$ cat config.mk
export PLATFORM = sky130hd
export DESIGN_NAME = decode_ctrl_flat
export DESIGN_NICKNAME = d
export VERILOG_FILES = /design/src/rtl/decode_ctrl_pkg.sv /design/src/rtl/decode_ctrl_if.sv /design/src/rtl/decode_ctrl_slot.sv /design/src/rtl/decode_ctrl.sv /design/src/flat_wrapper.sv
export SDC_FILE = /design/constraint.sdc
export NUM_CORES = 1
export LEC_CHECK = 0
export ABC_AREA = 1
export ABC_CLOCK_PERIOD_IN_PS = 4100
export BUFFER_PORTS_ARGS = -buffer_cell sky130_fd_sc_hd__buf_2
export CAP_MARGIN = 20
export CORE_AREA = 3 3 115 117
export CTS_CLUSTER_DIAMETER = 30
export DETAILED_ROUTE_END_ITERATION = 8
export DIE_AREA = 0 0 118 120
export PLACE_DENSITY_LB_ADDON = 0.12
export SYNTH_ARGS = -nofsm -noshare
export SYNTH_HDL_FRONTEND = slang
export SYNTH_HIERARCHICAL = 1
export SYNTH_SLANG_ARGS = --single-unit
$ cat constraint.sdc
create_clock -name clk -period 4.1 [get_ports clk]
set_clock_uncertainty 0.1 [all_clocks]
set_input_delay 0.205 -clock clk [delete_from_list [all_inputs] [get_ports clk]]
set_output_delay 0.205 -clock clk [all_outputs]
set_load 0.1 [all_outputs]
$ cat src/rtl/decode_ctrl_pkg.sv
// Shared types and constants for the decode-stage sequencing controller.
package decode_ctrl_pkg;

  typedef enum logic [1:0] {
    RUN         = 2'd0,
    REDIRECT    = 2'd1,
    DRAIN       = 2'd2,
    SERIAL_WAIT = 2'd3
  } dec_ctrl_state_t;

  localparam logic [31:0] NOP_INSTR  = 32'h00000013;
  localparam int          DEC_ADDR_W = 32;

endpackage

$ cat src/rtl/decode_ctrl_if.sv
// Fetch-to-decode handshake channel: fetch is the master, decode_ctrl the slave.
interface decode_ctrl_if
  import decode_ctrl_pkg::*;
#(
  parameter int ADDR_WIDTH = DEC_ADDR_W
) ();
  logic                  fetch_valid;
  logic [31:0]           fetch_instr;
  logic [ADDR_WIDTH-1:0] fetch_pc;
  logic                  fetch_guess;
  logic [ADDR_WIDTH-1:0] fetch_pred;
  logic                  fetch_ready;

  modport master (
    output fetch_valid, fetch_instr, fetch_pc, fetch_guess, fetch_pred,
    input  fetch_ready
  );

  modport slave (
    input  fetch_valid, fetch_instr, fetch_pc, fetch_guess, fetch_pred,
    output fetch_ready
  );
endinterface

$ cat src/rtl/decode_ctrl_slot.sv
// Single-entry instruction slot feeding the decoder: load has priority over clear,
// otherwise contents hold. Clearing drops only the valid bit.
module decode_ctrl_slot
  import decode_ctrl_pkg::*;
#(
  parameter int ADDR_WIDTH = DEC_ADDR_W
) (
  input  logic                  clk,
  input  logic                  reset,
  input  logic                  i_load,
  input  logic                  i_clear,
  input  logic [31:0]           i_instr,
  input  logic [ADDR_WIDTH-1:0] i_pc,
  input  logic                  i_guess,
  input  logic [ADDR_WIDTH-1:0] i_pred,
  output logic                  o_valid,
  output logic [31:0]           o_instr,
  output logic [ADDR_WIDTH-1:0] o_pc,
  output logic                  o_guess,
  output logic [ADDR_WIDTH-1:0] o_pred
);
  logic                  r_vld_p0;
  logic [31:0]           r_instr_p0;
  logic [ADDR_WIDTH-1:0] r_pc_p0;
  logic                  r_guess_p0;
  logic [ADDR_WIDTH-1:0] r_pred_p0;

  // Slot register boundary (stage p0)
  always_ff @(posedge clk or posedge reset) begin
    if (reset) begin
      r_vld_p0   <= 1'b0;
      r_instr_p0 <= NOP_INSTR;
      r_pc_p0    <= '0;
      r_guess_p0 <= 1'b0;
      r_pred_p0  <= '0;
    end else if (i_load) begin
      r_vld_p0   <= 1'b1;
      r_instr_p0 <= i_instr;
      r_pc_p0    <= i_pc;
      r_guess_p0 <= i_guess;
      r_pred_p0  <= i_pred;
    end else if (i_clear) begin
      r_vld_p0   <= 1'b0;
    end
  end

  assign o_valid = r_vld_p0;
  assign o_instr = r_instr_p0;
  assign o_pc    = r_pc_p0;
  assign o_guess = r_guess_p0;
  assign o_pred  = r_pred_p0;
endmodule

$ cat src/rtl/decode_ctrl.sv
// Decode-stage sequencing controller: slot, issue handshake and registered redirect.
// Define DECODE_SERIALIZE_EN to serialize CSR/ECALL/EBREAK/AMO against the backend.
module decode_ctrl
  import decode_ctrl_pkg::*;
#(
  parameter int ADDR_WIDTH = DEC_ADDR_W
) (
  input  logic                  clk,
  input  logic                  reset,
  decode_ctrl_if.slave          io_fetch,
  output logic                  o_dec_valid,
  output logic [31:0]           o_dec_instr,
  output logic [ADDR_WIDTH-1:0] o_dec_pc,
  output logic                  o_dec_guess,
  output logic [ADDR_WIDTH-1:0] o_dec_pred,
  input  logic                  i_dec_inconsistency,
  input  logic [ADDR_WIDTH-1:0] i_dec_new_pc,
  input  logic                  i_dec_serialize,
  output logic                  o_issue_valid,
  input  logic                  i_issue_ready,
  input  logic                  i_backend_empty,
  input  logic                  i_flush,
  input  logic [ADDR_WIDTH-1:0] i_flush_pc,
  output logic                  o_redirect_valid,
  output logic [ADDR_WIDTH-1:0] o_redirect_pc
);
  dec_ctrl_state_t       r_state;
  logic                  r_redirect_valid;
  logic [ADDR_WIDTH-1:0] r_redirect_pc;

  logic w_ser, w_empty, w_active, w_blocked, w_issue, w_ready, w_load, w_clear;

`ifdef DECODE_SERIALIZE_EN
  assign w_ser   = i_dec_serialize;
  assign w_empty = i_backend_empty;
`else
  // Constants collapse the serialization terms; the FSM then stays in RUN/REDIRECT.
  logic w_unused_ser;
  assign w_unused_ser = i_dec_serialize ^ i_backend_empty;
  assign w_ser        = 1'b0;
  assign w_empty      = 1'b1;
`endif

  // DRAIN only marks a slot blocked on the backend; it behaves exactly like RUN.
  assign w_active      = (r_state == RUN) || (r_state == DRAIN);
  assign w_blocked     = o_dec_valid & w_ser & ~w_empty;
  assign o_issue_valid = o_dec_valid & w_active & ~i_flush & (~w_ser | w_empty);
  assign w_issue       = o_issue_valid & i_issue_ready;
  assign w_ready       = w_active & ~i_flush &
                         (~o_dec_valid | (w_issue & ~i_dec_inconsistency & ~w_ser));
  assign w_load        = io_fetch.fetch_valid & w_ready;
  assign w_clear       = i_flush | (w_issue & ~w_load);

  assign io_fetch.fetch_ready = w_ready;

  decode_ctrl_slot #(.ADDR_WIDTH(ADDR_WIDTH)) u_slot (
    .clk     (clk),
    .reset   (reset),
    .i_load  (w_load),
    .i_clear (w_clear),
    .i_instr (io_fetch.fetch_instr),
    .i_pc    (io_fetch.fetch_pc),
    .i_guess (io_fetch.fetch_guess),
    .i_pred  (io_fetch.fetch_pred),
    .o_valid (o_dec_valid),
    .o_instr (o_dec_instr),
    .o_pc    (o_dec_pc),
    .o_guess (o_dec_guess),
    .o_pred  (o_dec_pred)
  );

  // Control FSM boundary: flush outranks everything, including an inconsistency
  always_ff @(posedge clk or posedge reset) begin
    if (reset) begin
      r_state          <= RUN;
      r_redirect_valid <= 1'b0;
      r_redirect_pc    <= '0;
    end else begin
      r_redirect_valid <= 1'b0;
      if (i_flush) begin
        r_state          <= REDIRECT;
        r_redirect_valid <= 1'b1;
        r_redirect_pc    <= i_flush_pc;
      end else begin
        case (r_state)
          RUN, DRAIN: begin
            if (w_issue && i_dec_inconsistency) begin
              r_state          <= REDIRECT;
              r_redirect_valid <= 1'b1;
              r_redirect_pc    <= i_dec_new_pc;
            end else if (w_issue && w_ser) begin
              r_state <= SERIAL_WAIT;
            end else if (w_blocked) begin
              r_state <= DRAIN;
            end else begin
              r_state <= RUN;
            end
          end
          REDIRECT:    r_state <= RUN;
          SERIAL_WAIT: if (w_empty) r_state <= RUN;
          default:     r_state <= RUN;
        endcase
      end
    end
  end

  assign o_redirect_valid = r_redirect_valid;
  assign o_redirect_pc    = r_redirect_pc;
endmodule

$ cat src/flat_wrapper.sv
// flat-port wrapper written by rule: the top's interface ports become plain ports
module decode_ctrl_flat import decode_ctrl_pkg::*;
#(
  parameter int ADDR_WIDTH = DEC_ADDR_W
)
  (clk, reset, o_dec_valid, o_dec_instr, o_dec_pc, o_dec_guess, o_dec_pred, i_dec_inconsistency, i_dec_new_pc, i_dec_serialize, o_issue_valid, i_issue_ready, i_backend_empty, i_flush, i_flush_pc, o_redirect_valid, o_redirect_pc, io_fetch_fetch_valid, io_fetch_fetch_instr, io_fetch_fetch_pc, io_fetch_fetch_guess, io_fetch_fetch_pred, io_fetch_fetch_ready);
  decode_ctrl_if #(.ADDR_WIDTH(ADDR_WIDTH)) io_fetch_i ();
  input  logic clk;
  input  logic reset;
  output logic o_dec_valid;
  output logic [31:0] o_dec_instr;
  output logic [ADDR_WIDTH-1:0] o_dec_pc;
  output logic o_dec_guess;
  output logic [ADDR_WIDTH-1:0] o_dec_pred;
  input  logic i_dec_inconsistency;
  input  logic [ADDR_WIDTH-1:0] i_dec_new_pc;
  input  logic i_dec_serialize;
  output logic o_issue_valid;
  input  logic i_issue_ready;
  input  logic i_backend_empty;
  input  logic i_flush;
  input  logic [ADDR_WIDTH-1:0] i_flush_pc;
  output logic o_redirect_valid;
  output logic [ADDR_WIDTH-1:0] o_redirect_pc;
  input wire logic [$bits(io_fetch_i.fetch_valid)-1:0] io_fetch_fetch_valid;
  input wire logic [$bits(io_fetch_i.fetch_instr)-1:0] io_fetch_fetch_instr;
  input wire logic [$bits(io_fetch_i.fetch_pc)-1:0] io_fetch_fetch_pc;
  input wire logic [$bits(io_fetch_i.fetch_guess)-1:0] io_fetch_fetch_guess;
  input wire logic [$bits(io_fetch_i.fetch_pred)-1:0] io_fetch_fetch_pred;
  output wire logic [$bits(io_fetch_i.fetch_ready)-1:0] io_fetch_fetch_ready;
  assign io_fetch_i.fetch_valid = io_fetch_fetch_valid;
  assign io_fetch_i.fetch_instr = io_fetch_fetch_instr;
  assign io_fetch_i.fetch_pc = io_fetch_fetch_pc;
  assign io_fetch_i.fetch_guess = io_fetch_fetch_guess;
  assign io_fetch_i.fetch_pred = io_fetch_fetch_pred;
  assign io_fetch_fetch_ready = io_fetch_i.fetch_ready;
  decode_ctrl #(.ADDR_WIDTH(ADDR_WIDTH)) u_core (.clk(clk), .reset(reset), .io_fetch(io_fetch_i), .o_dec_valid(o_dec_valid), .o_dec_instr(o_dec_instr), .o_dec_pc(o_dec_pc), .o_dec_guess(o_dec_guess), .o_dec_pred(o_dec_pred), .i_dec_inconsistency(i_dec_inconsistency), .i_dec_new_pc(i_dec_new_pc), .i_dec_serialize(i_dec_serialize), .o_issue_valid(o_issue_valid), .i_issue_ready(i_issue_ready), .i_backend_empty(i_backend_empty), .i_flush(i_flush), .i_flush_pc(i_flush_pc), .o_redirect_valid(o_redirect_valid), .o_redirect_pc(o_redirect_pc));
endmodule
Word-level counts from Yosys, hierarchy flattened
Index checks and enable logic that the tools add are counted.
- eq/ne operators: 3
- mux-type cells: 11
- bitwise logic cells: 14
- reduce and logical (&&, ||, !) cells: 9
- operators by type and width (operator ; count):
    32-bit 2-to-1 mux ; 3
    1-bit AND ; 8
    1-bit 2-to-1 mux ; 6
    2-bit nonzero test ; 3
    2-bit equality test, second input constant ; 2
    1-bit NOT ; 4
    2-bit case mux with 2 select lines ; 1
    2-bit OR reduction ; 2
    2-bit by 1-bit equality test with 1-bit output, second input constant ; 1
    2-bit logical NOT ; 1
    2-bit 2-to-1 mux ; 1
    1-bit bitwise OR ; 2
    2-bit AND reduction ; 1
    1-bit logical AND ; 1
    1-bit logical OR ; 1
- flip-flop bits (word level): 133
- input bits: 169
- output and inout bits: 133
- logic and storage cells: 45

Depth between registers and ports, before layout
Gate-level depths: netlist of the first run.
- word-level depth: 14
- gate-level depth with buffers: 11
- gate-level depth less buffers: 9

Cells and area by module
Netlist of the first run, hierarchy kept.
- by module, submodules not included (module ; instances ; cells each ; area an instance (um2) ; sequential area each (um2)):
    decode_ctrl_slot ; 1 ; 415 ; 3706.1 ; 2456.1
    decode_ctrl ; 1 ; 259 ; 1811.7 ; 825.8

Worst setup path after synthesis of the first run
OpenSTA, ideal clock, no wires.
- path kind: register to output
- start point: reg, netlist name u_core/o_redirect_valid
- end point: out io_fetch_fetch_ready
- arrival: 2561 ps
- required time: 3795 ps
- slack: 1234 ps
- stages on the path, launching flop included: 4
- path through: dfrtp_1 > nor2_8 > inv_1 > a21oi_1
- RTL lines (element ; RTL line ; text):
    end: declaration ; flat_wrapper.sv:30 ; output wire logic [$bits(io_fetch_i.fetch_ready)-1:0] io_fetch_fetch_ready;

==> impl_results.md, run 1 <==
- Result of the run: finished clean
- Number of buffers added by the clock tree synthesis step: 17
- Placement Cell Area: 7000 sq um
- Layout net count: 1272
- Initial antenna violation count: 0
- Synthesis Warnings: 6
- # port buffers: 299
- Number of post-CTS setup repair buffers: 0
- Final ANT Viol Nets: 0
- TritonCTS clock tree: yes
- Dpl hpwl: 10600 um
- Post-synthesis sequential area ratio: 0.595
- Cell area after technology mapping: 5520 sq um
- Via density per instance: 4.57
- Final Power: 5.48 mW
- Worst EP required: 4.28 ns
- Fill count: 943
- Final wirelength: 18500 um
- Post-synthesis to final-layout area growth: 63.3%
- Number of nets in the synthesized netlist: 843
- Unique cell type count in the Yosys netlist: 17
- Die footprint: 14200 sq um
- Floorplan core area: 12500 sq um
- Hold Fails Final Rpt: 0
- Crit path largest cell delay: 0.58 ns
- Vertical extent of the die: 120 um
- Count of buffering cells on the critical path with inverters included: 2
- Max-capacitance violation count: 0
- Fraction of final layout cells sized beyond drive strength 1: 0.304
- First drt pass iteration count: 5
- Final count of pins violating max slew: 0
- WL/cell: 14.4 um
- Largest buffer count on any clock path: 2
- Routability cong.: 0.788
- Smallest setup slack after layout: 1.72 ns
- Final Critical Period: 2.38 ns
- Critical path fanouts, max: 98
- Cell at the slowest stage of the critical path: sky130_fd_sc_hd__inv_2
- Standard-cell rows: 41
- Clock input transition at the sequential cells of the worst setup and hold paths: 0.05 ns
- Number of hold buffers added after cts: 145
- Actual slew at the worst max-slew pin: 0.958 ns
- Dominant cell type by count on the critical path: sky130_fd_sc_hd__nand2_1
- Cells after synthesis: 674
- Mean area per synthesized cell: 8.19 sq um
- Resized cells post-CTS: 0
- Kind of cell adding the most delay to the critical path: buffers and inverters
- Final worst hold slack: 0.0118 ns
- Summed negative setup slack over all endpoints: 0 ns
- Critical Path Start Type: flop
- Fin cells: 1287
- Total non-filler cell area in the finished layout: 9010 sq um
- End-of-flow core utilization: 0.723
- Width of the die: 118 um
- Count of antenna diodes in the layout: 0
- Critical path class: reg2reg
- Critical path data arrival time: 2.56 ns
- Power density normalized to cell area: 609 nW/um^2
- Overall Global Routing Usage: 0.259
- Fmax: 421 MHz
- Sequence of cells on the critical path: nor2_8, nand3_1, inv_2, inv_4, nand2_1, nand2_1
- Post-synthesis register bit count: 131
- Wire length of the first global-routing pass: 29300 um
- Setup repair after global routing missed its margin: false
- Starting density of the core: 0.443
- Setup slack after placement: 1.52 ns
- CTS root buffer: sky130_fd_sc_hd__clkbuf_16
- Worst min-delay path category: in2reg
- Iter 0 DRT Violations: 374
- Clk_lat worst skew: 0.40 ns
- CTS sink count: 131
- Kind of capture point of the worst setup path: flop
- Post-route fraction of the period consumed by the critical path: 0.579
- Slew margin rel.: 0.361
- Placed instance count: 1110
- Static leakage: 5.23 nW
- Vias: 5887
- DRC: 0
- IR drop worst, VDD: 0.353 mV
- GRT overflow: 0
- Number of placed I/O pins: 302
- H-Tree Level Count: 4
- Via count of the first global-routing pass: 5872
- Pin count of the biggest net entering global routing: 99
- Count of final setup violators: 0
[cell type report]
type | count | area [sq um] | share of cell area
clock buffers | 27 | 513 | 0.0569
well taps | 172 | 215 | 0.0239
inverters | 9 | 38.8 | 0.00430
flip-flops and latches | 131 | 3280 | 0.364
clock inverters | 4 | 22.5 | 0.00250
repair buffers | 448 | 2990 | 0.332
multi-input cells | 496 | 1950 | 0.216
[placed cells by master (no fill, tap or decap), types with 2 or more instances in the layout]
| master | Yosys | layout |
|---|---|---|
| sky130_fd_sc_hd__buf_2 | 21 | 299 |
| sky130_fd_sc_hd__buf_4 | 8 | 3 |
| sky130_fd_sc_hd__clkbuf_1 | 2 | 5 |
| sky130_fd_sc_hd__clkbuf_16 | 0 | 17 |
| sky130_fd_sc_hd__clkbuf_8 | 0 | 5 |
| sky130_fd_sc_hd__clkinv_2 | 0 | 3 |
| sky130_fd_sc_hd__dfrtp_1 | 128 | 128 |
| sky130_fd_sc_hd__dfstp_2 | 3 | 3 |
| sky130_fd_sc_hd__dlygate4sd3_1 | 0 | 145 |
| sky130_fd_sc_hd__inv_1 | 7 | 5 |
| sky130_fd_sc_hd__inv_2 | 1 | 2 |
| sky130_fd_sc_hd__inv_4 | 1 | 2 |
| sky130_fd_sc_hd__nand2_1 | 457 | 457 |
| sky130_fd_sc_hd__nand3_1 | 33 | 33 |
[where the power goes]
part / internal (mW) / total, mW / leakage (nW) / switching (mW)
clock network: 0.847 / 1.36 / 0.263 / 0.516
registers: 1.52 / 1.64 / 1.63 / 0.117
logic: 0.410 / 2.48 / 3.35 / 2.07
total: 2.78 / 5.48 / 5.23 / 2.71
[synth_stat cells]
master                     number  share of area
sky130_fd_sc_hd__and3_1         1         0.0011
sky130_fd_sc_hd__inv_2          1        0.00068
sky130_fd_sc_hd__buf_6          7          0.014
sky130_fd_sc_hd__inv_1          7         0.0048
sky130_fd_sc_hd__dfrtp_1      128           0.58
sky130_fd_sc_hd__nand4_4        1         0.0039
sky130_fd_sc_hd__dfstp_2        3          0.014
sky130_fd_sc_hd__nand2_4        1         0.0020
sky130_fd_sc_hd__clkbuf_1       2         0.0014
sky130_fd_sc_hd__nor2_1         1        0.00068
sky130_fd_sc_hd__inv_4          1         0.0011
sky130_fd_sc_hd__nor2_8         1         0.0036
sky130_fd_sc_hd__nand3_1       33          0.030
sky130_fd_sc_hd__buf_2         21          0.019
sky130_fd_sc_hd__nand2_1      457           0.31
sky130_fd_sc_hd__a21oi_1        1        0.00091
sky130_fd_sc_hd__buf_4          8          0.011
[kinds of logic (layout without fill, tap and decap cells)]
logic type,after synthesis,count (layout),synth area share
buffers and inverters,47,488,0.0522
and+or+nand+nor,495,495,0.352
DFF,131,131,0.595
AOI/OAI and AO/OA,1,1,0.000906
[worst reg2reg max path: stages (launching register included)]
cell	delay, ns
sky130_fd_sc_hd__dfrtp_1	0.43
sky130_fd_sc_hd__nor2_8	0.13
sky130_fd_sc_hd__nand3_1	0.13
sky130_fd_sc_hd__inv_2	0.58
sky130_fd_sc_hd__inv_4	0.55
sky130_fd_sc_hd__nand2_1	0.27
sky130_fd_sc_hd__nand2_1	0.07
[worst paths after layout]
check	from	endpoint	slack (ns)	cells past startpoint
worst max-delay path	u_core/o_redirect_valid$_DFF_PP0_	u_core/u_slot/o_instr[30]$_DFFE_PP0P_	1.72	6
worst min-delay path	i_flush_pc[2]	u_core/o_redirect_pc[2]$_DFFE_PP0P_	0.01	5
worst max register to register	u_core/o_redirect_valid$_DFF_PP0_	u_core/u_slot/o_instr[30]$_DFFE_PP0P_	1.72	6
worst min register to register	u_core/u_slot/o_pc[29]$_DFFE_PP0P_	u_core/u_slot/o_pc[29]$_DFFE_PP0P_	0.36	2
max in group asynchronous	reset	u_core/u_slot/o_instr[4]$_DFFE_PP1P_	2.50	4
min in group asynchronous	reset	u_core/o_redirect_pc[14]$_DFFE_PP0P_	0.37	4
[layer usage]
layer	wire, um	up-vias	GRT usage
met5	0	-	0
met4	477	0	0.105
met3	1320	40	0.0768
met2	9590	261	0.462
met1	7090	2688	0.291
li1	-	2898	-
[sequential cells by signal, indices dropped and copies added (netlist names)]
signal / cells
u_core/u_slot/o_pred: 32
u_core/u_slot/o_pc: 32
u_core/u_slot/o_instr: 32
u_core/o_redirect_pc: 32
u_core/o_redirect_valid: 1
u_core/u_slot/o_valid: 1
u_core/u_slot/o_guess: 1
Power figures use the tool's default switching activity.
==> inputs of run 2 (changes only) <==
ABC_CLOCK_PERIOD_IN_PS = 2100   (was 4100)
CORE_AREA = not set   (was 3 3 115 117)
CORE_ASPECT_RATIO = 1.25   (was not set)
CORE_MARGIN = 3   (was not set)
CORE_UTILIZATION = 40   (was not set)
DIE_AREA = not set   (was 0 0 118 120)
clock period = 2.1 ns   (was 4.1 ns; I/O delays follow)
==> run 2 against run 1 <==
Net effect:
- die area rose by 7.7%
- largest power group unchanged
- largest cell class unchanged
- first-iteration DRC count up 3.5%
- non-clock buffer count is 22 higher
- sequential share of layout area down 1.4 points
==> impl_results.md, run 2 (same netlist as run 1, synthesis figures left out) <==
- Hold Fails Final Rpt: 0 (unchanged)
- Met3 track demand over resource in global routing: 0.0620 (-0.0149)
- Dpl hpwl: 11100 um (+3.9%)
- Largest buffer count on any clock path: 2 (unchanged)
- TritonCTS clock tree: yes
- Final Power: 11.3 mW (+110%)
- GRT overflow: 0 (unchanged)
- Count of antenna diodes in the layout: 0 (unchanged)
- Sequence of cells on the critical path: nor2_8, inv_1, a21oi_2, buf_2
- Wire length of the first global-routing pass: 29200 um (-0.42%)
- Clock input transition at the sequential cells of the worst setup and hold paths: 0.05 ns (about the same)
- Die footprint: 15200 sq um (+7.7%)
- Global Route met1 Usage: 0.279 (-0.0126)
- CTS root buffer: sky130_fd_sc_hd__clkbuf_16
- Critical path data arrival time: 1.59 ns (-0.97 ns)
- Setup slack after placement: 0.478 ns (-1.04 ns)
- Floorplan core area: 13300 sq um (+7.1%)
- Width of the die: 111 um (-5.9%)
- Count of final setup violators: 0 (unchanged)
- IR drop worst, VDD: 0.765 mV (+120%)
- Power density normalized to cell area: 1210 nW/um^2 (+98%)
- Setup slack of the worst register-to-register path: 0.43 ns (-1.29 ns)
- Critical path class: reg2out
- Kind of capture point of the worst setup path: primary output
- Critical path fanouts, max: 4 (-96%)
- Layout net count: 1294 (+1.7%)
- Final Critical Period: 1.79 ns
- Post-synthesis to final-layout area growth: 70.0%
- Fill count: 1059 (+12%)
- Final count of pins violating max slew: 0 (unchanged)
- Actual slew at the worst max-slew pin: 0.686 ns (-0.272 ns)
- Standard-cell rows: 47 (+15%)
- Fraction of final layout cells sized beyond drive strength 1: 0.307 (+0.00264)
- Starting density of the core: 0.413 (-0.0293)
- Static leakage: 5.39 nW (+2.9%)
- Met2 GRT Util: 0.414 (-0.0478)
- Crit path largest cell delay: 0.44 ns (-0.14 ns)
- Number of buffers added by the clock tree synthesis step: 17 (unchanged)
- Most heavily used metal layer in global routing: met2
- Initial antenna violation count: 0 (unchanged)
- H-Tree Level Count: 4 (unchanged)
- # port buffers: 299 (unchanged)
- Critical Path Start Type: flop
- Final ANT Viol Nets: 0 (unchanged)
- Vias: 5921 (+0.58%)
- Cell at the slowest stage of the critical path: sky130_fd_sc_hd__buf_2
- Clk_lat worst skew: 0.40 ns (about the same)
- Overall Global Routing Usage: 0.235 (-0.0238)
- WL/cell: 13.8 um (-3.9%)
- First drt pass iteration count: 4 (-1)
- Final wirelength: 18100 um (-2.3%)
- Setup repair after global routing missed its margin: false
- Worst min-delay path category: in2reg
- Max-capacitance violation count: 0 (unchanged)
- Via density per instance: 4.52 (-1.1%)
- Result of the run: finished clean
- Most frequent standard cell in the layout excluding fill and tap cells: sky130_fd_sc_hd__nand2_1
- DRC: 0 (unchanged)
- Via count of the first global-routing pass: 5997 (+2.1%)
- Total non-filler cell area in the finished layout: 9380 sq um (+4.1%)
- Pin count of the biggest net entering global routing: 99 (unchanged)
- Fmax: 557 MHz
- Final worst hold slack: 0.0692 ns (+0.0574 ns)
- Number of placed I/O pins: 302 (unchanged)
- Number of post-CTS setup repair buffers: 0 (unchanged)
- Vertical extent of the die: 137 um (+14%)
- Routability cong.: 0.805 (+2.1%)
- Iter 0 DRT Violations: 387 (+3.5%)
- Placement Cell Area: 7110 sq um (+1.5%)
- CTS sink count: 131 (unchanged)
- Smallest setup slack after layout: 0.306 ns (-1.42 ns)
- Summed negative setup slack over all endpoints: 0 ns (unchanged)
- Worst EP required: 1.89 ns (-2.39 ns)
- Count of buffering cells on the critical path with inverters included: 2 (unchanged)
- Post-route fraction of the period consumed by the critical path: 0.855
- Kind of cell adding the most delay to the critical path: buffers and inverters
- Most used cells in the layout excluding fill and tap cells: 457 x sky130_fd_sc_hd__nand2_1, 299 x sky130_fd_sc_hd__buf_2, 162 x sky130_fd_sc_hd__dlygate4sd3_1
- Slew margin rel.: 0.542 (+0.181)
## run 2: changes by cell type in the layout (fill, tap and decap cells not counted), sizes merged, moves of 2 or more
cell         delta
dlygate4sd3    +17
clkbuf          -6
bufinv          +5
clkinvlp        +2
buf             +5
## run 2: worst register-to-register path, stage by stage, from the launching register on
cell and delay [ns]:
sky130_fd_sc_hd__dfrtp_1 0.47, sky130_fd_sc_hd__nand2_1 0.11, sky130_fd_sc_hd__nand3_1 0.10, sky130_fd_sc_hd__inv_2 0.10
sky130_fd_sc_hd__buf_4 0.46, sky130_fd_sc_hd__nand2_1 0.16, sky130_fd_sc_hd__nand2_1 0.10
## run 2: final timing paths
kind                                                              to  depth (start not counted)                               start
worst max-delay path                            io_fetch_fetch_ready                          4   u_core/o_redirect_valid$_DFF_PP0_
worst min-delay path               u_core/u_slot/o_valid$_DFFE_PP0P_                          7                io_fetch_fetch_valid
max in group asynchronous       u_core/o_redirect_pc[20]$_DFFE_PP0P_                          4                               reset
min in group asynchronous       u_core/u_slot/o_pred[20]$_DFFE_PP0P_                          4                               reset
worst max register to register    u_core/u_slot/o_pc[17]$_DFFE_PP0P_                          6   u_core/u_slot/o_valid$_DFFE_PP0P_
worst min register to register    u_core/u_slot/o_pc[30]$_DFFE_PP0P_                          2  u_core/u_slot/o_pc[30]$_DFFE_PP0P_
## run 2: repair_timing
action                                  4_1_cts  5_1_grt
endpoints found under the hold margin       240        0
endpoints found under the setup margin        0        0
hold buffers                                162        0
resized for setup                             0        0
## run 2: per-layer routing
metal / vias up / routed length [um]
li1: 2933 / -
met1: 2708 / 6980
met2: 243 / 9300
met3: 37 / 1290
met4: 0 / 494
met5: - / 0
## run 2: per-stage QoR
step | util | cells
floorplan | - | 674
finish | 0.703 | 1309
global placement | 0.533 | 1115
detailed placement | 0.533 | 1115
CTS | 0.703 | 1309
global route | 0.703 | 1309
## run 2: final cells by class
cell class / count / area [sq um] / area share
Clock buffer: 21 / 450 / 0.0480
Clock inverter: 11 / 200 / 0.0213
Inverter: 9 / 40.0 / 0.00427
Multi-Input combinational cell: 496 / 1960 / 0.209
Sequential cell: 131 / 3280 / 0.350
Tap cell: 171 / 214 / 0.0228
Timing Repair Buffer: 470 / 3240 / 0.345
## run 2: power by group
part	switching, mW	total, mW	internal (mW)
Combinational	4.04	4.88	0.840
Sequential	0.219	3.19	2.97
Clock	1.09	3.24	2.15
==> inputs of run 3 (changes only) <==
CORE_MARGIN = not set   (was 3)
==> run 3 against run 2 <==
Net effect:
- sequential power is essentially flat
- via count about the same
- die area down 6.4%
- worst hold slack improved by 0.0017 ns
- core utilization increased by 0.17 points
- non-clock buffer count is 2 higher
- maximum frequency is 3.4% lower
- largest cell class unchanged
==> impl_results.md, run 3 (same netlist as run 1, synthesis figures left out) <==
- Critical path class: reg2out
- Number of post-CTS setup repair buffers: 0 (unchanged)
- Final Critical Period: 1.86 ns (+0.0639 ns)
- Hold Fails Final Rpt: 0 (unchanged)
- GRT overflow: 0 (unchanged)
- Vertical extent of the die: 133 um (-2.9%)
- Max-capacitance violation count: 0 (unchanged)
- Critical path data arrival time: 1.65 ns (+0.06 ns)
- Number of placed I/O pins: 302 (unchanged)
- Iter 0 DRT Violations: 354 (-8.5%)
- Wire length of the first global-routing pass: 27700 um (-5.0%)
- Post-route fraction of the period consumed by the critical path: 0.885 (+0.0304)
- Global Route met1 Usage: 0.282 (+0.00267)
- Fin cells: 1314 (+0.38%)
- Worst EP required: 1.89 ns (about the same)
- Fmax: 538 MHz (-3.4%)
- Smallest setup slack after layout: 0.242 ns (-0.0639 ns)
- Result of the run: finished clean
- Width of the die: 107 um (-3.6%)
- CTS root buffer: sky130_fd_sc_hd__clkbuf_16
- Overall Global Routing Usage: 0.250 (+0.0147)
- CTS sink count: 131 (unchanged)
- Power density normalized to cell area: 1190 nW/um^2 (-1.4%)
- Static leakage: 5.40 nW (+0.14%)
- Starting density of the core: 0.413 (unchanged)
- H-Tree Level Count: 4 (unchanged)
- Met2 GRT Util: 0.430 (+0.0158)
- Worst min-delay path category: in2reg
- Setup repair after global routing missed its margin: false
- Cell at the slowest stage of the critical path: sky130_fd_sc_hd__buf_2
- Most used cells in the layout excluding fill and tap cells: 457 x sky130_fd_sc_hd__nand2_1, 299 x sky130_fd_sc_hd__buf_2, 162 x sky130_fd_sc_hd__dlygate4sd3_1
- Post-synthesis to final-layout area growth: 70.4%
- Clk_lat worst skew: 0.41 ns (about the same)
- Critical path fanouts, max: 4 (unchanged)
- IR drop worst, VDD: 0.704 mV (-7.9%)
- Slew margin rel.: 0.551 (+0.00919)
- Dpl hpwl: 10700 um (-3.5%)
- Count of final setup violators: 0 (unchanged)
- Met3 track demand over resource in global routing: 0.0739 (+0.0119)
- Critical Path Start Type: flop
- Sequence of cells on the critical path: nor2_8, inv_1, a21oi_2, buf_2
- Standard-cell rows: 47 (unchanged)
- TritonCTS clock tree: yes
- Final ANT Viol Nets: 0 (unchanged)
- Setup slack after placement: 0.492 ns (+0.0143 ns)
- Final count of pins violating max slew: 0 (unchanged)
- Routability cong.: 0.761 (-5.5%)
- Fraction of final layout cells sized beyond drive strength 1: 0.309 (+0.00209)
- Number of buffers added by the clock tree synthesis step: 17 (unchanged)
- Die footprint: 14300 sq um (-6.4%)
- Initial antenna violation count: 3 (+3)
- Actual slew at the worst max-slew pin: 0.672 ns (-0.0144 ns)
- Clock input transition at the sequential cells of the worst setup and hold paths: 0.06 ns (about the same)
- # port buffers: 299 (unchanged)
- Most heavily used metal layer in global routing: met2
- Most frequent standard cell in the layout excluding fill and tap cells: sky130_fd_sc_hd__nand2_1
- Largest buffer count on any clock path: 2 (unchanged)
- Via density per instance: 4.50 (-0.43%)
- DRC: 0 (unchanged)
- WL/cell: 13.3 um (-3.7%)
- Layout net count: 1296 (+0.15%)
- Placed instance count: 1117 (+0.18%)
- Kind of capture point of the worst setup path: primary output
- Floorplan core area: 13300 sq um (unchanged)
- Final wirelength: 17500 um (-3.4%)
- Pin count of the biggest net entering global routing: 53 (-46%)
- Vias: 5918 (-0.051%)
- First drt pass iteration count: 4 (unchanged)
- Crit path largest cell delay: 0.45 ns (about the same)
- Via count of the first global-routing pass: 5847 (-2.5%)
## run 3: changes by cell type in the layout (fill, tap and decap cells not counted)
cell and change:
sky130_fd_sc_hd__bufinv_16 -1, sky130_fd_sc_hd__clkbuf_1 -1, sky130_fd_sc_hd__clkinvlp_4 +1, sky130_fd_sc_hd__clkinv_4 -1, sky130_fd_sc_hd__clkinv_2 +2, sky130_fd_sc_hd__buf_12 +2
sky130_fd_sc_hd__diode_2 +3
## run 3: metal layers
| layer | part of all wire | routed length [um] | vias to the layer above |
|---|---|---|---|
| li1 | - | - | 2947 |
| met1 | 0.40 | 6900 | 2678 |
| met2 | 0.50 | 8700 | 251 |
| met3 | 0.070 | 1230 | 42 |
| met4 | 0.036 | 633 | 0 |
| met5 | 0 | 0 | - |
## run 3: layout make-up
class                      instances  area (sq um)
sequential                       131          3280
fill                            1026          3950
timing repair buffer             472          3280
tap                              171           214
inverter                           9          40.0
multi-input combinational        496          1960
clock buffer                      20           447
antenna                            3          7.51
clock inverter                    12           179
## run 3: final timing paths
| check | startpoint | to | slack (ns) | depth (start not counted) |
|---|---|---|---|---|
| setup / recovery | u_core/o_redirect_valid$_DFF_PP0_ | io_fetch_fetch_ready | 0.24 | 4 |
| hold / removal | io_fetch_fetch_valid | u_core/u_slot/o_valid$_DFFE_PP0P_ | 0.07 | 7 |
| setup reg to reg | u_core/o_redirect_valid$_DFF_PP0_ | u_core/u_slot/o_instr[7]$_DFFE_PP0P_ | 0.46 | 6 |
| hold reg to reg | u_core/u_slot/o_pc[5]$_DFFE_PP0P_ | u_core/u_slot/o_pc[5]$_DFFE_PP0P_ | 0.36 | 2 |
| max in group asynchronous | reset | u_core/u_slot/o_instr[0]$_DFFE_PP1P_ | 0.96 | 4 |
| min in group asynchronous | reset | u_core/u_slot/o_pred[10]$_DFFE_PP0P_ | 0.27 | 3 |
## run 3: report_power, final
| part | total, mW | internal [mW] | switching [mW] |
|---|---|---|---|
| Sequential | 3.19 | 2.97 | 0.219 |
| Clock | 3.11 | 2.02 | 1.08 |
| Combinational | 4.89 | 0.847 | 4.04 |
| Total | 11.2 | 5.84 | 5.34 |
## run 3: worst max-delay path: cells and delay by family, from the launching register on
family,cells,cell delay (ns)
buffers and inverters,2,0.54
AOI/OAI and AO/OA,1,0.13
DFF,1,0.44
and+or+nand+nor,1,0.13
## run 3: what timing repair did
item	in CTS	in global routing
hold buffers	162	0
gates resized for setup	0	0
hold endpoints to repair	188	0
## run 3: per-stage QoR
step           power (mW)  setup TNS [ns]  area, sq um  utilization  hold slack (ns)
6_report             11.2               0         9400        0.704           0.0709
5_1_grt              11.6               0         9400        0.704           0.0994
4_1_cts              11.2               0         9400        0.704           0.0609
3_5_place_dp         7.84               0         7150        0.536            0.152
3_3_place_gp         7.81               0         7150        0.536            0.147
2_1_floorplan        7.01         -0.0767         5530            -           0.0996
